$ cat config.mk
export PLATFORM = sky130hd
export DESIGN_NAME = axi4_lite_mst_arbiter_flat
export DESIGN_NICKNAME = d
export VERILOG_FILES = /design/src/rtl/axi4_lite_mst_arbiter_if.sv /design/src/rtl/axi4_lite_mst_arbiter.sv /design/src/flat_wrapper.sv
export SDC_FILE = /design/constraint.sdc
export NUM_CORES = 1
export LEC_CHECK = 0
export CAP_MARGIN = 5
export CORE_AREA = 2 2 129 131
export CTS_CLUSTER_DIAMETER = 30
export DETAILED_ROUTE_END_ITERATION = 8
export DIE_AREA = 0 0 131 133
export PLACE_DENSITY = 0.72
export SLEW_MARGIN = 20
export SYNTH_ARGS = -nofsm -noshare
export SYNTH_HDL_FRONTEND = slang
export SYNTH_SLANG_ARGS = --single-unit
$ cat constraint.sdc
create_clock -name i_clk -period 4.7 [get_ports i_clk]
set_input_delay 0.47 -clock i_clk [delete_from_list [all_inputs] [get_ports i_clk]]
set_output_delay 0.47 -clock i_clk [all_outputs]
set_load 0.05 [all_outputs]
$ cat src/rtl/axi4_lite_mst_arbiter_if.sv
// AXI4-Lite bundle shared by the master port of the arbiter and the slave it drives.
// All five channels are carried; protection is fixed at zero by the master.
interface axi4_lite_if #(
   parameter int ADDR_W = 32,
   parameter int DATA_W = 32
);
   localparam int STRB_W = DATA_W / 8;

   logic [ADDR_W-1:0] awaddr;
   logic [2:0]        awprot;
   logic              awvalid;
   logic              awready;
   logic [DATA_W-1:0] wdata;
   logic [STRB_W-1:0] wstrb;
   logic              wvalid;
   logic              wready;
   logic [1:0]        bresp;
   logic              bvalid;
   logic              bready;
   logic [ADDR_W-1:0] araddr;
   logic [2:0]        arprot;
   logic              arvalid;
   logic              arready;
   logic [DATA_W-1:0] rdata;
   logic [1:0]        rresp;
   logic              rvalid;
   logic              rready;

   modport master (
      output awaddr, awprot, awvalid, input awready,
      output wdata, wstrb, wvalid, input wready,
      input bresp, bvalid, output bready,
      output araddr, arprot, arvalid, input arready,
      input rdata, rresp, rvalid, output rready
   );

   modport slave (
      input awaddr, awprot, awvalid, output awready,
      input wdata, wstrb, wvalid, output wready,
      output bresp, bvalid, input bready,
      input araddr, arprot, arvalid, output arready,
      output rdata, rresp, rvalid, input rready
   );
endinterface

$ cat src/rtl/axi4_lite_mst_arbiter.sv
// Round-robin arbiter sharing one AXI4-Lite master port among NUM_REQ command
// sources; exactly one single-beat transaction is in flight at a time.
module axi4_lite_mst_arbiter #(
   parameter int NUM_REQ                  = 2,
   parameter int AXI4_LITE_ADDR_BIT_WIDTH = 32,
   parameter int AXI4_LITE_DATA_BIT_WIDTH = 32
) (
   input  logic                                                 i_clk,
   input  logic                                                 i_sync_rst,
   input  logic [NUM_REQ-1:0]                                   i_req_valid,
   output logic [NUM_REQ-1:0]                                   o_req_ready,
   input  logic [NUM_REQ-1:0]                                   i_req_we,
   input  logic [NUM_REQ*AXI4_LITE_ADDR_BIT_WIDTH-1:0]          i_req_addr,
   input  logic [NUM_REQ*AXI4_LITE_DATA_BIT_WIDTH-1:0]          i_req_wdata,
   input  logic [NUM_REQ*(AXI4_LITE_DATA_BIT_WIDTH/8)-1:0]      i_req_wstrb,
   output logic [NUM_REQ-1:0]                                   o_rsp_valid,
   output logic [AXI4_LITE_DATA_BIT_WIDTH-1:0]                  o_rsp_rdata,
   output logic [1:0]                                           o_rsp_resp,
   axi4_lite_if.master                                          if_m_axi4_lite
);
   localparam int ADDR_W = AXI4_LITE_ADDR_BIT_WIDTH;
   localparam int DATA_W = AXI4_LITE_DATA_BIT_WIDTH;
   localparam int STRB_W = DATA_W / 8;
   localparam int IDX_W  = (NUM_REQ > 1) ? $clog2(NUM_REQ) : 1;

   typedef enum logic [2:0] {
      S_IDLE  = 3'd0,
      S_WR    = 3'd1,
      S_WR_B  = 3'd2,
      S_RD_AR = 3'd3,
      S_RD_R  = 3'd4,
      S_RSP   = 3'd5
   } state_t;

   state_t              state_r, state_nxt_s;
   logic [IDX_W-1:0]    ptr_r, ptr_nxt_s;
   logic [IDX_W-1:0]    owner_r, owner_nxt_s;
   logic                we_r, we_nxt_s;
   logic [ADDR_W-1:0]   addr_r, addr_nxt_s;
   logic [DATA_W-1:0]   wdata_r, wdata_nxt_s;
   logic [STRB_W-1:0]   wstrb_r, wstrb_nxt_s;
   logic                awvalid_r, awvalid_nxt_s;
   logic                wvalid_r, wvalid_nxt_s;
   logic                bready_r, bready_nxt_s;
   logic                arvalid_r, arvalid_nxt_s;
   logic                rready_r, rready_nxt_s;
   logic [NUM_REQ-1:0]  rsp_valid_r, rsp_valid_nxt_s;
   logic [DATA_W-1:0]   rsp_rdata_r, rsp_rdata_nxt_s;
   logic [1:0]          rsp_resp_r, rsp_resp_nxt_s;

   logic [IDX_W-1:0]    grant_idx_s;
   logic                grant_found_s;
   logic                accept_s;
   int                  cand_s;

   function automatic logic [NUM_REQ-1:0] onehot(input logic [IDX_W-1:0] idx);
      logic [NUM_REQ-1:0] v;
      v      = '0;
      v[idx] = 1'b1;
      return v;
   endfunction

   // Round-robin search: first valid requester at or after the pointer, wrapping.
   always_comb begin
      grant_found_s = 1'b0;
      grant_idx_s   = '0;
      cand_s        = '0;
      for (int i = 0; i < NUM_REQ; i++) begin
         cand_s = (int'(ptr_r) + i) % NUM_REQ;
         if (!grant_found_s && i_req_valid[cand_s[IDX_W-1:0]]) begin
            grant_found_s = 1'b1;
            grant_idx_s   = cand_s[IDX_W-1:0];
         end else begin
            grant_found_s = grant_found_s;
         end
      end
   end

   assign accept_s    = (state_r == S_IDLE) && !i_sync_rst && grant_found_s;
   assign o_req_ready = accept_s ? onehot(grant_idx_s) : '0;

   // Next-state and next-register logic for the transaction sequencer.
   always_comb begin
      state_nxt_s     = state_r;
      ptr_nxt_s       = ptr_r;
      owner_nxt_s     = owner_r;
      we_nxt_s        = we_r;
      addr_nxt_s      = addr_r;
      wdata_nxt_s     = wdata_r;
      wstrb_nxt_s     = wstrb_r;
      awvalid_nxt_s   = awvalid_r;
      wvalid_nxt_s    = wvalid_r;
      bready_nxt_s    = bready_r;
      arvalid_nxt_s   = arvalid_r;
      rready_nxt_s    = rready_r;
      rsp_valid_nxt_s = '0;
      rsp_rdata_nxt_s = rsp_rdata_r;
      rsp_resp_nxt_s  = rsp_resp_r;
      case (state_r)
         S_IDLE: begin
            if (accept_s) begin
               owner_nxt_s = grant_idx_s;
               we_nxt_s    = i_req_we[grant_idx_s];
               addr_nxt_s  = i_req_addr[int'(grant_idx_s)*ADDR_W +: ADDR_W];
               wdata_nxt_s = i_req_wdata[int'(grant_idx_s)*DATA_W +: DATA_W];
               wstrb_nxt_s = i_req_wstrb[int'(grant_idx_s)*STRB_W +: STRB_W];
               ptr_nxt_s   = (int'(grant_idx_s) == NUM_REQ - 1) ? '0 : grant_idx_s + 1'b1;
               if (i_req_we[grant_idx_s]) begin
                  state_nxt_s   = S_WR;
                  awvalid_nxt_s = 1'b1;
                  wvalid_nxt_s  = 1'b1;
               end else begin
                  state_nxt_s   = S_RD_AR;
                  arvalid_nxt_s = 1'b1;
               end
            end else begin
               state_nxt_s = S_IDLE;
            end
         end
         S_WR: begin
            // AW and W complete independently, in either order or together.
            if (awvalid_r && if_m_axi4_lite.awready) begin
               awvalid_nxt_s = 1'b0;
            end else begin
               awvalid_nxt_s = awvalid_r;
            end
            if (wvalid_r && if_m_axi4_lite.wready) begin
               wvalid_nxt_s = 1'b0;
            end else begin
               wvalid_nxt_s = wvalid_r;
            end
            if (!awvalid_nxt_s && !wvalid_nxt_s) begin
               state_nxt_s  = S_WR_B;
               bready_nxt_s = 1'b1;
            end else begin
               state_nxt_s = S_WR;
            end
         end
         S_WR_B: begin
            if (if_m_axi4_lite.bvalid && bready_r) begin
               bready_nxt_s    = 1'b0;
               rsp_resp_nxt_s  = if_m_axi4_lite.bresp;
               rsp_rdata_nxt_s = '0;
               rsp_valid_nxt_s = onehot(owner_r);
               state_nxt_s     = S_RSP;
            end else begin
               state_nxt_s = S_WR_B;
            end
         end
         S_RD_AR: begin
            if (arvalid_r && if_m_axi4_lite.arready) begin
               arvalid_nxt_s = 1'b0;
               rready_nxt_s  = 1'b1;
               state_nxt_s   = S_RD_R;
            end else begin
               state_nxt_s = S_RD_AR;
            end
         end
         S_RD_R: begin
            if (if_m_axi4_lite.rvalid && rready_r) begin
               rready_nxt_s    = 1'b0;
               rsp_resp_nxt_s  = if_m_axi4_lite.rresp;
               rsp_rdata_nxt_s = if_m_axi4_lite.rdata;
               rsp_valid_nxt_s = onehot(owner_r);
               state_nxt_s     = S_RSP;
            end else begin
               state_nxt_s = S_RD_R;
            end
         end
         S_RSP: begin
            state_nxt_s = S_IDLE;
         end
         default: begin
            state_nxt_s = S_IDLE;
         end
      endcase
   end

   // State and datapath registers with synchronous reset.
   always_ff @(posedge i_clk) begin
      if (i_sync_rst) begin
         state_r     <= S_IDLE;
         ptr_r       <= '0;
         owner_r     <= '0;
         we_r        <= 1'b0;
         addr_r      <= '0;
         wdata_r     <= '0;
         wstrb_r     <= '0;
         awvalid_r   <= 1'b0;
         wvalid_r    <= 1'b0;
         bready_r    <= 1'b0;
         arvalid_r   <= 1'b0;
         rready_r    <= 1'b0;
         rsp_valid_r <= '0;
         rsp_rdata_r <= '0;
         rsp_resp_r  <= 2'b00;
      end else begin
         state_r     <= state_nxt_s;
         ptr_r       <= ptr_nxt_s;
         owner_r     <= owner_nxt_s;
         we_r        <= we_nxt_s;
         addr_r      <= addr_nxt_s;
         wdata_r     <= wdata_nxt_s;
         wstrb_r     <= wstrb_nxt_s;
         awvalid_r   <= awvalid_nxt_s;
         wvalid_r    <= wvalid_nxt_s;
         bready_r    <= bready_nxt_s;
         arvalid_r   <= arvalid_nxt_s;
         rready_r    <= rready_nxt_s;
         rsp_valid_r <= rsp_valid_nxt_s;
         rsp_rdata_r <= rsp_rdata_nxt_s;
         rsp_resp_r  <= rsp_resp_nxt_s;
      end
   end

   assign if_m_axi4_lite.awaddr  = addr_r;
   assign if_m_axi4_lite.awprot  = 3'b000;
   assign if_m_axi4_lite.awvalid = awvalid_r;
   assign if_m_axi4_lite.wdata   = wdata_r;
   assign if_m_axi4_lite.wstrb   = wstrb_r;
   assign if_m_axi4_lite.wvalid  = wvalid_r;
   assign if_m_axi4_lite.bready  = bready_r;
   assign if_m_axi4_lite.araddr  = addr_r;
   assign if_m_axi4_lite.arprot  = 3'b000;
   assign if_m_axi4_lite.arvalid = arvalid_r;
   assign if_m_axi4_lite.rready  = rready_r;

   assign o_rsp_valid = rsp_valid_r;
   assign o_rsp_rdata = rsp_rdata_r;
   assign o_rsp_resp  = rsp_resp_r;
endmodule

$ cat src/flat_wrapper.sv
// flat-port wrapper written by rule: the top's interface ports become plain ports
module axi4_lite_mst_arbiter_flat 
#(
   parameter int NUM_REQ                  = 2,
   parameter int AXI4_LITE_ADDR_BIT_WIDTH = 32,
   parameter int AXI4_LITE_DATA_BIT_WIDTH = 32
)
  (i_clk, i_sync_rst, i_req_valid, o_req_ready, i_req_we, i_req_addr, i_req_wdata, i_req_wstrb, o_rsp_valid, o_rsp_rdata, o_rsp_resp, if_m_axi4_lite_awaddr, if_m_axi4_lite_awprot, if_m_axi4_lite_awvalid, if_m_axi4_lite_awready, if_m_axi4_lite_wdata, if_m_axi4_lite_wstrb, if_m_axi4_lite_wvalid, if_m_axi4_lite_wready, if_m_axi4_lite_bresp, if_m_axi4_lite_bvalid, if_m_axi4_lite_bready, if_m_axi4_lite_araddr, if_m_axi4_lite_arprot, if_m_axi4_lite_arvalid, if_m_axi4_lite_arready, if_m_axi4_lite_rdata, if_m_axi4_lite_rresp, if_m_axi4_lite_rvalid, if_m_axi4_lite_rready);
  axi4_lite_if #(.ADDR_W((32)), .DATA_W((32))) if_m_axi4_lite_i ();
  input  logic i_clk;
  input  logic i_sync_rst;
  input  logic [NUM_REQ-1:0] i_req_valid;
  output logic [NUM_REQ-1:0] o_req_ready;
  input  logic [NUM_REQ-1:0] i_req_we;
  input  logic [NUM_REQ*AXI4_LITE_ADDR_BIT_WIDTH-1:0] i_req_addr;
  input  logic [NUM_REQ*AXI4_LITE_DATA_BIT_WIDTH-1:0] i_req_wdata;
  input  logic [NUM_REQ*(AXI4_LITE_DATA_BIT_WIDTH/8)-1:0] i_req_wstrb;
  output logic [NUM_REQ-1:0] o_rsp_valid;
  output logic [AXI4_LITE_DATA_BIT_WIDTH-1:0] o_rsp_rdata;
  output logic [1:0] o_rsp_resp;
  output wire logic [$bits(if_m_axi4_lite_i.awaddr)-1:0] if_m_axi4_lite_awaddr;
  output wire logic [$bits(if_m_axi4_lite_i.awprot)-1:0] if_m_axi4_lite_awprot;
  output wire logic [$bits(if_m_axi4_lite_i.awvalid)-1:0] if_m_axi4_lite_awvalid;
  input wire logic [$bits(if_m_axi4_lite_i.awready)-1:0] if_m_axi4_lite_awready;
  output wire logic [$bits(if_m_axi4_lite_i.wdata)-1:0] if_m_axi4_lite_wdata;
  output wire logic [$bits(if_m_axi4_lite_i.wstrb)-1:0] if_m_axi4_lite_wstrb;
  output wire logic [$bits(if_m_axi4_lite_i.wvalid)-1:0] if_m_axi4_lite_wvalid;
  input wire logic [$bits(if_m_axi4_lite_i.wready)-1:0] if_m_axi4_lite_wready;
  input wire logic [$bits(if_m_axi4_lite_i.bresp)-1:0] if_m_axi4_lite_bresp;
  input wire logic [$bits(if_m_axi4_lite_i.bvalid)-1:0] if_m_axi4_lite_bvalid;
  output wire logic [$bits(if_m_axi4_lite_i.bready)-1:0] if_m_axi4_lite_bready;
  output wire logic [$bits(if_m_axi4_lite_i.araddr)-1:0] if_m_axi4_lite_araddr;
  output wire logic [$bits(if_m_axi4_lite_i.arprot)-1:0] if_m_axi4_lite_arprot;
  output wire logic [$bits(if_m_axi4_lite_i.arvalid)-1:0] if_m_axi4_lite_arvalid;
  input wire logic [$bits(if_m_axi4_lite_i.arready)-1:0] if_m_axi4_lite_arready;
  input wire logic [$bits(if_m_axi4_lite_i.rdata)-1:0] if_m_axi4_lite_rdata;
  input wire logic [$bits(if_m_axi4_lite_i.rresp)-1:0] if_m_axi4_lite_rresp;
  input wire logic [$bits(if_m_axi4_lite_i.rvalid)-1:0] if_m_axi4_lite_rvalid;
  output wire logic [$bits(if_m_axi4_lite_i.rready)-1:0] if_m_axi4_lite_rready;
  assign if_m_axi4_lite_awaddr = if_m_axi4_lite_i.awaddr;
  assign if_m_axi4_lite_awprot = if_m_axi4_lite_i.awprot;
  assign if_m_axi4_lite_awvalid = if_m_axi4_lite_i.awvalid;
  assign if_m_axi4_lite_i.awready = if_m_axi4_lite_awready;
  assign if_m_axi4_lite_wdata = if_m_axi4_lite_i.wdata;
  assign if_m_axi4_lite_wstrb = if_m_axi4_lite_i.wstrb;
  assign if_m_axi4_lite_wvalid = if_m_axi4_lite_i.wvalid;
  assign if_m_axi4_lite_i.wready = if_m_axi4_lite_wready;
  assign if_m_axi4_lite_i.bresp = if_m_axi4_lite_bresp;
  assign if_m_axi4_lite_i.bvalid = if_m_axi4_lite_bvalid;
  assign if_m_axi4_lite_bready = if_m_axi4_lite_i.bready;
  assign if_m_axi4_lite_araddr = if_m_axi4_lite_i.araddr;
  assign if_m_axi4_lite_arprot = if_m_axi4_lite_i.arprot;
  assign if_m_axi4_lite_arvalid = if_m_axi4_lite_i.arvalid;
  assign if_m_axi4_lite_i.arready = if_m_axi4_lite_arready;
  assign if_m_axi4_lite_i.rdata = if_m_axi4_lite_rdata;
  assign if_m_axi4_lite_i.rresp = if_m_axi4_lite_rresp;
  assign if_m_axi4_lite_i.rvalid = if_m_axi4_lite_rvalid;
  assign if_m_axi4_lite_rready = if_m_axi4_lite_i.rready;
  axi4_lite_mst_arbiter #(.NUM_REQ(NUM_REQ), .AXI4_LITE_ADDR_BIT_WIDTH(AXI4_LITE_ADDR_BIT_WIDTH), .AXI4_LITE_DATA_BIT_WIDTH(AXI4_LITE_DATA_BIT_WIDTH)) u_core (.i_clk(i_clk), .i_sync_rst(i_sync_rst), .i_req_valid(i_req_valid), .o_req_ready(o_req_ready), .i_req_we(i_req_we), .i_req_addr(i_req_addr), .i_req_wdata(i_req_wdata), .i_req_wstrb(i_req_wstrb), .o_rsp_valid(o_rsp_valid), .o_rsp_rdata(o_rsp_rdata), .o_rsp_resp(o_rsp_resp), .if_m_axi4_lite(if_m_axi4_lite_i));
endmodule
==> flow_metrics.tcl <==
set metrics [dict create \
    start_kind "input pin" \
    critical_path.max_stage_delay_ns 0.81 \
    rsz0062_at_grt "false" \
    relSlewSlack_pct 36.16 \
    grt_pass1_wl_mm 24.92 \
    crit_type "in -> out" \
    clkSinkCount 114 \
    fin_skew_ns 0.01042 \
    tightestPinTransition_ns 0.9575 \
    path_cells "clkdlybuf4s50_1 > inv_1 > o21ai_4 > buf_4 > and3_1 > clkdlybuf4s50_1" \
    switching_share_pct 39.17 \
    cts.clk_slew.worst_paths_ns 0.05 \
    clkLatencyLatePin_ns 0.41 \
    fillers 1504 \
    avgSynthCellArea_um2 8.995 \
    outcome "finished clean" \
    drt_iter0_drc 302 \
    p_leak_uw 0.003424 \
    antenna_found_initial 0 \
    initial_core_util_pct 31.76 \
    die_h_um 133 \
    cts_tree "built" \
    crit_required_ns 4.23 \
    drt_wl_total_mm 16.51 \
    layout_common_cells "324 x clkdlybuf4s50_1, 114 x dfxtp_1, 74 x nor2_1" \
    crit_top_cell "clkdlybuf4s50_1" \
    cts.repair.resized 0 \
    io_buffers 325 \
    yosysWarnings 0 \
    cp.arrival_ns 2.66 \
    hold_viol 0 \
    synth-seq-area-share_pct 44.43 \
    drt-pass1-iter-count 4 \
    setup_viol 0 \
    numCtsBuffers 17 \
    cts_setup_buffers 0 \
    core_um2 16170 \
    gr-total-overflow 0 \
    seqPwrFrac_pct 28.8 \
    timing.hold.ws_ns 0.4477 \
    crit_slowest_cell "clkdlybuf4s50_1" \
    clockBufferDepth 2 \
    fp.dieW_um 131 \
    p_switching_uw 1679 \
    rrSetupSlack_ns 2.20 \
    synth_cell_types 32 \
    fin_nets 1022 \
    root_buffer "clkbuf_16" \
    path_buf_inv 4 \
    p_int_uw 2608 \
    diodes 0 \
    die-area_um2 17420 \
    layout_commonest_cell "clkdlybuf4s50_1" \
    place_congestion 0.7770 \
    hold_buffers 0 \
    drc 0 \
    max_freq_ghz 0.3199 \
    syn_to_final_growth_pct 71.30 \
    cp-end-kind "output port" \
    routed_via_density 4.628 \
    cap_violations 0 \
    h-tree-depth 4 \
    grt_max_degree 103 \
    dp_hpwl_mm 11.99 \
    rows 47 \
    antenna_left 0 \
    p_clk_share_pct 30.4 \
    period_needed_ns 3.126 \
    comb_power_share_pct 40.8 \
    syn_inst 571 \
    first_global_vias 4671 \
    synth_area_um2 5136 \
    register_area_um2 2282 \
    period_share_pct 66.51 \
    drt-wirelength-per-cell_um 15.40 \
    ir_drop_mv 0.2707 \
    grt_use_total_pct 18.36 \
    hold_path_class "reg -> reg" \
    multi_input_area_um2 2303 \
    layout-drive-gt1-share_pct 4.930 \
    critPathMaxFanout 18 \
    setup_tns_ns 0 \
    power_density_nw_per_um2 487.2 \
    crit_family "buffers and inverters" \
    ios 332 \
    vias 4961 \
    finalMaxSlewViolations 0 \
    synth.ff_latch_count 114 \
]
[power groups by stage]
| stage | Combinational (uW) | Clock [uW] | Sequential (uW) |
|---|---|---|---|
| after global routing | 1840 | 1370 | 1250 |
| final | 1750 | 1300 | 1230 |
| after detailed placement | 1750 | 0 | 1250 |
| after global placement | 1750 | 0 | 1250 |
| after CTS | 1760 | 1330 | 1240 |
| after floorplan | 765 | 0 | 1700 |
[cell type report]
class | count | area share (%)
clock inverters | 10 | 1.507
multi-input cells | 365 | 26.18
inverters | 8 | 0.3413
flip-flops and latches | 114 | 25.94
clock buffers | 22 | 5.276
well taps | 220 | 3.129
repair buffers | 333 | 37.63
[registers in the layout (all words and copies together) (netlist names)]
| signal | cells |
|---|---|
| u_core.if_m_axi4_lite.araddr | 32 |
| u_core.if_m_axi4_lite.wdata | 32 |
| u_core.o_rsp_rdata | 32 |
| u_core.if_m_axi4_lite.wstrb | 4 |
| u_core.state_r | 3 |
| u_core.o_rsp_resp | 2 |
| u_core.o_rsp_valid | 2 |
| u_core.if_m_axi4_lite.arvalid | 1 |
| u_core.if_m_axi4_lite.awvalid | 1 |
| u_core.if_m_axi4_lite.bready | 1 |
| u_core.if_m_axi4_lite.rready | 1 |
| u_core.if_m_axi4_lite.wvalid | 1 |
| u_core.owner_r | 1 |
| u_core.ptr_r | 1 |
[tightest hold or removal path, stage by stage, from the launching register on]
cell     delay [ns]
dfxtp_1        0.30
nand2_1        0.05
a21oi_1        0.05
[synth_stat cells, drive strengths merged]
| cell | n | area, um2 |
|---|---|---|
| nor2b | 2 | 12.51 |
| nor3 | 2 | 10.01 |
| buf | 76 | 508.0 |
| o21ai | 4 | 20.02 |
| or4 | 1 | 7.510 |
| nor2 | 74 | 277.8 |
| conb | 1 | 3.750 |
| a211oi | 71 | 533.0 |
| nand2 | 41 | 153.9 |
| a22oi | 2 | 15.01 |
| a21oi | 39 | 195.2 |
| o211ai | 1 | 7.510 |
| nand3 | 34 | 170.2 |
| nor3b | 5 | 42.54 |
| clkbuf | 13 | 48.80 |
| mux2i | 70 | 700.7 |
| a31oi | 3 | 18.77 |
| a21o | 1 | 7.510 |
| a32oi | 1 | 16.27 |
| o311a | 1 | 10.01 |
| and3 | 1 | 6.260 |
| and3b | 1 | 8.760 |
| nor4 | 1 | 21.27 |
| dfxtp | 114 | 2282 |
| a32o | 1 | 10.01 |
| nand4 | 2 | 12.51 |
| nand2b | 1 | 6.260 |
| inv | 8 | 30.03 |
[cell families after synthesis]
family                 after synthesis  synth area share [%]
other                                1               0.07301
muxes                               70                 13.64
and+or+nand+nor                    165                 14.20
buffers and inverters               97                 11.43
AOI/OAI and AO/OA                  124                 16.22
DFF                                114                 44.43
[through the flow]
| step | setup WS, ns | total power [uW] | util (%) | cell area (um2) | instances |
|---|---|---|---|---|---|
| floorplan | 2.169 | 2470 | - | 5155 | 576 |
| global placement | 1.607 | 2996 | 50.72 | 8202 | 1040 |
| detailed placement | 1.582 | 3007 | 50.72 | 8202 | 1040 |
| CTS | 1.565 | 4327 | 54.41 | 8798 | 1072 |
| global route | 1.513 | 4468 | 54.41 | 8798 | 1072 |
| finish | 1.574 | 4287 | 54.41 | 8798 | 1072 |
[worst paths after layout]
path | from | to | depth (start not counted)
worst max-delay path | i_req_valid[0] | o_req_ready[0] | 6
worst min-delay path | u_core.o_rsp_rdata[17] | u_core.o_rsp_rdata[17] | 2
worst max register to register | u_core.state_r[0] | u_core.if_m_axi4_lite.wdata[30] | 5
worst min register to register | u_core.o_rsp_rdata[17] | u_core.o_rsp_rdata[17] | 2
[layer usage]
| metal | GRT usage [%] | up-vias | wire, um |
|---|---|---|---|
| met1 | 22.19 | 2236 | 6772 |
| met3 | 6.308 | 19 | 1316 |
| met2 | 30.28 | 189 | 8129 |
| li1 | - | 2517 | - |
| met5 | 0 | - | 0 |
| met4 | 6.147 | 0 | 293 |
(Power assumes the default switching activity.)
